### config.mk
export PLATFORM = sky130hd
export DESIGN_NAME = store_queue
export DESIGN_NICKNAME = d
export VERILOG_FILES = /design/src/rtl/sys_defs.sv /design/src/rtl/sq_fwd_search.sv /design/src/rtl/store_queue.sv
export SDC_FILE = /design/constraint.sdc
export NUM_CORES = 1
export LEC_CHECK = 0
export ABC_AREA = 1
export CAP_MARGIN = 20
export CORE_UTILIZATION = 40
export CTS_BUF_LIST = sky130_fd_sc_hd__clkbuf_4
export CTS_CLUSTER_DIAMETER = 50
export CTS_CLUSTER_SIZE = 28
export DETAILED_ROUTE_END_ITERATION = 6
export SLEW_MARGIN = 20
export SYNTH_ARGS = -nofsm -noshare
export SYNTH_HDL_FRONTEND = slang
export SYNTH_HIERARCHICAL = 1
export SYNTH_SLANG_ARGS = --single-unit
### constraint.sdc
create_clock -name clock -period 6.6 [get_ports clock]
set_input_delay 1.98 -clock clock [delete_from_list [all_inputs] [get_ports clock]]
set_output_delay 1.98 -clock clock [all_outputs]
set_load 0.005 [all_outputs]
### src/rtl/sys_defs.sv
// Shared store-queue types: entry payload, data width and queue depth.
// Pure declarations; no latency and no flow control.
package sys_defs;
  localparam int XLEN = 32;
  localparam int LSQ  = 8;

  typedef struct packed {
    logic [XLEN-1:0] addr;
    logic [XLEN-1:0] data;
    logic [3:0]      usebytes;
  } SQ_ENTRY_PACKET;
endpackage

### src/rtl/sq_fwd_search.sv
// Youngest-match search over [head, ld_age) for store-to-load forwarding; combinational, 0 cycles.
// No backpressure: a stall result tells the load to retry until the store is complete.
module sq_fwd_search
  import sys_defs::*;
#(
  parameter int SQ_IDX_W = 3
) (
  input  SQ_ENTRY_PACKET [2**SQ_IDX_W-1:0] ent,
  input  logic [2**SQ_IDX_W-1:0]           rdy,
  input  logic [SQ_IDX_W:0]                head,
  input  logic                             ld_valid,
  input  logic [XLEN-1:0]                  ld_addr,
  input  logic [SQ_IDX_W:0]                ld_age,
  output logic                             fwd_hit,
  output logic                             fwd_stall,
  output logic [XLEN-1:0]                  fwd_data
);
  localparam int DEPTH = 2**SQ_IDX_W;

  logic [SQ_IDX_W:0]   span;
  logic [SQ_IDX_W-1:0] m_idx;
  logic                found;

  assign span = ld_age - head;

  // Walk oldest to youngest so the last match seen is the youngest one.
  always_comb begin
    logic [SQ_IDX_W:0]   off;
    logic [SQ_IDX_W-1:0] idx;
    found = 1'b0;
    m_idx = '0;
    for (int i = 0; i < DEPTH; i++) begin
      off = i[SQ_IDX_W:0];
      idx = head[SQ_IDX_W-1:0] + i[SQ_IDX_W-1:0];
      if (ld_valid && (off < span) && (ent[idx].addr[XLEN-1:2] == ld_addr[XLEN-1:2])) begin
        found = 1'b1;
        m_idx = idx;
      end
    end
  end

  always_comb begin
    fwd_hit   = 1'b0;
    fwd_stall = 1'b0;
    fwd_data  = '0;
    if (found) begin
      if (rdy[m_idx] && (ent[m_idx].usebytes == 4'b1111)) begin
        fwd_hit  = 1'b1;
        fwd_data = ent[m_idx].data;
      end else begin
        fwd_stall = 1'b1;
      end
    end
  end
endmodule

### src/rtl/store_queue.sv
// Circular store queue: in-order alloc, ALU fill, ROB commit, one-at-a-time D-cache drain; flags are 0-cycle from registered state.
// Drops dispatch when full, holds dc_* stable until dc_ack; SQ_FWD_EN adds load forwarding ports.
module store_queue
  import sys_defs::*;
#(
  parameter int SQ_IDX_W = $clog2(LSQ)
) (
  input  logic                clock,
  input  logic                reset,
  input  logic                dispatch_req,
  output logic [SQ_IDX_W-1:0] sq_tail,
  output logic                sq_full,
  output logic                sq_empty,
  input  logic                if_store,
  input  logic [SQ_IDX_W-1:0] sq_idx,
  input  SQ_ENTRY_PACKET      store_pckt,
  input  logic                retire_req,
  output logic                retire_ok,
  input  logic                flush,
  output logic                dc_req,
  output logic [XLEN-1:0]     dc_addr,
  output logic [XLEN-1:0]     dc_data,
  output logic [3:0]          dc_usebytes,
  input  logic                dc_ack
`ifdef SQ_FWD_EN
  ,
  input  logic                ld_valid,
  input  logic [XLEN-1:0]     ld_addr,
  input  logic [SQ_IDX_W:0]   ld_age,
  output logic                fwd_hit,
  output logic                fwd_stall,
  output logic [XLEN-1:0]     fwd_data
`endif
);
  localparam int DEPTH = 2**SQ_IDX_W;
  typedef logic [SQ_IDX_W:0] ptr_t;

  ptr_t head, cmt, tail, cmt_nxt, fill_span, fill_off, sq_span;
  SQ_ENTRY_PACKET [DEPTH-1:0] ent;
  logic [DEPTH-1:0] rdy, rdy_nxt, squash;
  logic do_retire, do_drain, do_alloc, do_fill;
  logic [SQ_IDX_W-1:0] head_idx;

  assign head_idx  = head[SQ_IDX_W-1:0];
  assign sq_tail   = tail[SQ_IDX_W-1:0];
  assign sq_full   = (tail - head) == ptr_t'(DEPTH);
  assign sq_empty  = (tail == head);
  assign retire_ok = (cmt != tail) && rdy[cmt[SQ_IDX_W-1:0]];
  assign do_retire = retire_req && retire_ok;
  assign cmt_nxt   = cmt + ptr_t'(do_retire);
  assign dc_req    = (head != cmt);
  assign do_drain  = dc_ack && dc_req;
  assign do_alloc  = dispatch_req && !sq_full && !flush;

  // A flush in the same cycle narrows the fill window to what survives it.
  assign fill_span = (flush ? cmt_nxt : tail) - cmt;
  assign fill_off  = {1'b0, sq_idx - cmt[SQ_IDX_W-1:0]};
  assign do_fill   = if_store && (fill_off < fill_span);
  assign sq_span   = tail - cmt_nxt;

  assign dc_addr     = dc_req ? ent[head_idx].addr     : '0;
  assign dc_data     = dc_req ? ent[head_idx].data     : '0;
  assign dc_usebytes = dc_req ? ent[head_idx].usebytes : '0;

  always_comb begin
    logic [SQ_IDX_W-1:0] off;
    squash = '0;
    for (int i = 0; i < DEPTH; i++) begin
      off       = i[SQ_IDX_W-1:0] - cmt_nxt[SQ_IDX_W-1:0];
      squash[i] = flush && ({1'b0, off} < sq_span);
    end
  end

  always_comb begin
    rdy_nxt = rdy;
    if (do_fill) rdy_nxt[sq_idx] = 1'b1;
    if (do_drain) rdy_nxt[head_idx] = 1'b0;
    rdy_nxt = rdy_nxt & ~squash;
    if (do_alloc) rdy_nxt[tail[SQ_IDX_W-1:0]] = 1'b0;
  end

  always_ff @(posedge clock or negedge reset) begin
    if (!reset) begin
      head <= '0;
      cmt  <= '0;
      tail <= '0;
      rdy  <= '0;
    end else begin
      head <= head + ptr_t'(do_drain);
      cmt  <= cmt_nxt;
      tail <= flush ? cmt_nxt : tail + ptr_t'(do_alloc);
      rdy  <= rdy_nxt;
    end
  end

  // Payload is only observed through ready/dc_req qualification, so it needs no reset.
  always_ff @(posedge clock) begin
    if (do_fill) ent[sq_idx] <= store_pckt;
  end

`ifdef SQ_FWD_EN
  sq_fwd_search #(.SQ_IDX_W(SQ_IDX_W)) u_fwd (
    .ent      (ent),
    .rdy      (rdy),
    .head     (head),
    .ld_valid (ld_valid),
    .ld_addr  (ld_addr),
    .ld_age   (ld_age),
    .fwd_hit  (fwd_hit),
    .fwd_stall(fwd_stall),
    .fwd_data (fwd_data)
  );
`endif
endmodule

==> results.tsv <==
metric	value	unit
syn_nets	1858	
initial core utilization	40.75	%
# port buffers	152	
Worst-path clk slew	0.16	ns
filler cell count	4961	
measured slew at the worst slew-check pin	1.016	ns
met1 Usage GRT	25.49	%
most common cell in the netlist	edfxtp_1	
global-route wire length before repair	84.72	mm
via-per-instance ratio	5.278	
Die Height	242.4	um
Synth Flop Type	edfxtp_1	
FF-to-FF path depth	19	
CTS tree	done	
Root Buffer	clkbuf_4	
Async S/R FF share, synth	3.546	%
die area	58740	um^2
GPL Wtd Cong	0.7996	
Warnings, synthesis	6	
fin. max-slew vios	0	
relative slew slack	32.01	%
Mapped Cells	1746	
mux cell area share after synthesis	0	%
smallest setup slack after layout	0.4267	ns
Final Hold Fails	0	
cts hold-fix bufs	0	
Placement Setup Slack	0.6142	ns
Power per Cell Area	455.9	nW/um^2
worst hold slack	0.5946	ns
wire per inst	20.54	um
clock skew	0.08074	ns
xor/xnor share of the synthesized area	0.7201	%
Post-synth top cells	edfxtp_1 (544), nor2_1 (296), o21ai_0 (256)	
startpoint types	register	
HP Class	reg2reg	
die width	242.4	um
register area	16840	um^2
P_leak	8.726	nW
largest family of logic cells by synthesized area	compound AO/OA/AOI/OAI gates	
final wirelength	54.79	mm
Clock Sinks	564	
global routing usage on met2	30.90	%
Yosys top cell area share	70.69	%
GRT Residual Overflow	0	
top cells by area, synth	edfxtp_1 (71%), o21ai_0 (5.5%), nor2_1 (4.8%), o21a_1 (4.4%), a41oi_1 (2.6%)	
initial antenna violation count	3	
Post-Syn Area	23110	um^2
fin nets	1981	
DRT antenna net count	0	
RSZ-0062 raised after global routing	no	
crit-path max FO	66	
Placeable Area	56710	um^2
post-synthesis cell type count	28	
vias in the first global route	14110	
H-tree Lvls	2	
post-synthesis sequential area ratio	72.85	%
most crowded layer after global routing	met2	
endpoints failing setup	0	
Synth Register Bits	564	
placed cell area	25540	um^2
Post-DP HPWL	31.20	mm
area of the multi-input gates	5490	um^2
DRC	0	
fmax	0.1620	GHz
Clock Tree Buf Depth	3	
largest net degree at the start of global routing	107	
maximum capacitance violations	0	
Initial DRT Pass Iterations	5	
period utilization	93.53	%
TritonCTS Buffers	51	
Synth Area in Simple Gates	7.656	%
Synth Area per Inst	13.24	um^2
worst-skew pair later-pin latency	0.86	ns
Arrival @ worst endpoint	4.19	ns
Hold Path Cell Cnt	4	
drt initial violations	1084	
Crit Path Class	reg2out	
required time worst endpoint	4.62	ns
Power, Total	12.05	mW
number of flops mapped to enable cells by yosys	544	
CP endpoint kind	output pin	
Rows	87	
leading area contributor after synthesis	edfxtp_1	
Setup TNS	0	ns
Synth Area in Adders	1.971	%
Synth Area in Compound Gates	13.35	%
Tmin final	6.173	ns
all-layer global routing usage	18.60	%
I/O Pins	153	
outcome	finished, final reports clean	
share of layout cells above drive strength 1	7.378	%
Worst VDD drop	233.6	uV
vias	14080	
Area growth syn-to-layout	14.35	%
GR Util met3	2.969	%
final instance area	26430	um^2
power breakdown:
group | switching [mW] | leakage, nW | internal, mW
clock | 1.33 | 0.468 | 0.632
combinational | 3.19 | 3.08 | 2.32
sequential | 0.218 | 5.18 | 4.35
cell families (layout without fill, tap and decap cells):
| kind of cell | count (synthesis) | count (layout) |
|---|---|---|
| buffers and inverters | 190 | 355 |
| AO/OA/AOI/OAI | 495 | 495 |
| XOR/XNOR | 19 | 19 |
| flip-flops | 564 | 564 |
| other | 0 | 1 |
| AND/OR/NAND/NOR | 444 | 444 |
| adder cells (fa/ha/maj) | 34 | 34 |
layer usage:
layer,wire length [um],vias to the layer above
li1,-,6667
met1,24300,6993
met2,26830,348
met3,2708,70
met4,915,4
met5,31,-
stage by stage:
step,utilization (%),std cells
detailed placement,45.03,2572
CTS,46.59,2667
finish,46.59,2668
global placement,45.03,2572
floorplan,-,1746
global route,46.59,2668
state kept, by name, indices dropped and copies added, names as in the netlist:
signal,count
cmt,4
head,4
tail,4
ent,544
rdy,8
cells in the final DEF (no fill, tap or decap), types with 6 or more instances in the layout:
master           netlist  final
o21ai_1               22     22
inv_1                 76     68
buf_12                 0     17
inv_8                  0      6
dfrtp_1               20     19
edfxtp_1             544    544
nand4_1               12     12
o21a_1               135    135
nor2_1               296    296
o21ai_0              256    256
a21oi_1                8      8
a41oi_1               68     68
clkbuf_4               0     54
clkdlybuf4s50_1        0    151
nand2_1               86     84
nor3_1                 6      6
ha_1                  30     30
xnor2_1                6      6
nand3_1               40     40
clkinv_2               0     13
inv_6                  0      8
buf_4                  3     10
xor2_1                13     13
worst paths after layout:
check	from	endpoint	slack (ns)
setup / recovery	head[0]	dc_data[31]	0.43
hold / removal	rdy[2]	rdy[2]	0.59
setup reg to reg	cmt[1]	ent[447]	1.61
hold reg to reg	rdy[2]	rdy[2]	0.59
max in group asynchronous	reset	head[0]	5.10
min in group asynchronous	reset	rdy[6]	1.12
cell type report:
| type | instances | area share (%) |
|---|---|---|
| flip-flops and latches | 564 | 63.73 |
| inverters | 80 | 1.193 |
| clock buffers | 54 | 1.534 |
| clock inverters | 41 | 1.828 |
| diodes | 1 | 0.009470 |
| repair buffers | 180 | 7.353 |
| multi-input cells | 992 | 20.78 |
| well taps | 756 | 3.580 |
what timing repair did:
action / 4_1_cts / 5_1_grt
endpoints found under the hold margin: 0 / 0
gates resized for setup: 0 / 1
endpoints found under the setup margin: 0 / 5
setup buffers: 0 / 0
critical path, cell delays in order (launching register included):
cell and delay [ns]:
dfrtp_4 0.78, buf_4 0.66, buf_6 0.53, nor2_1 0.11, nor2_1 0.10, o21ai_0 0.11, a41oi_1 0.43, clkdlybuf4s50_1 0.58
No activity file was read; power rests on OpenSTA's default activity.
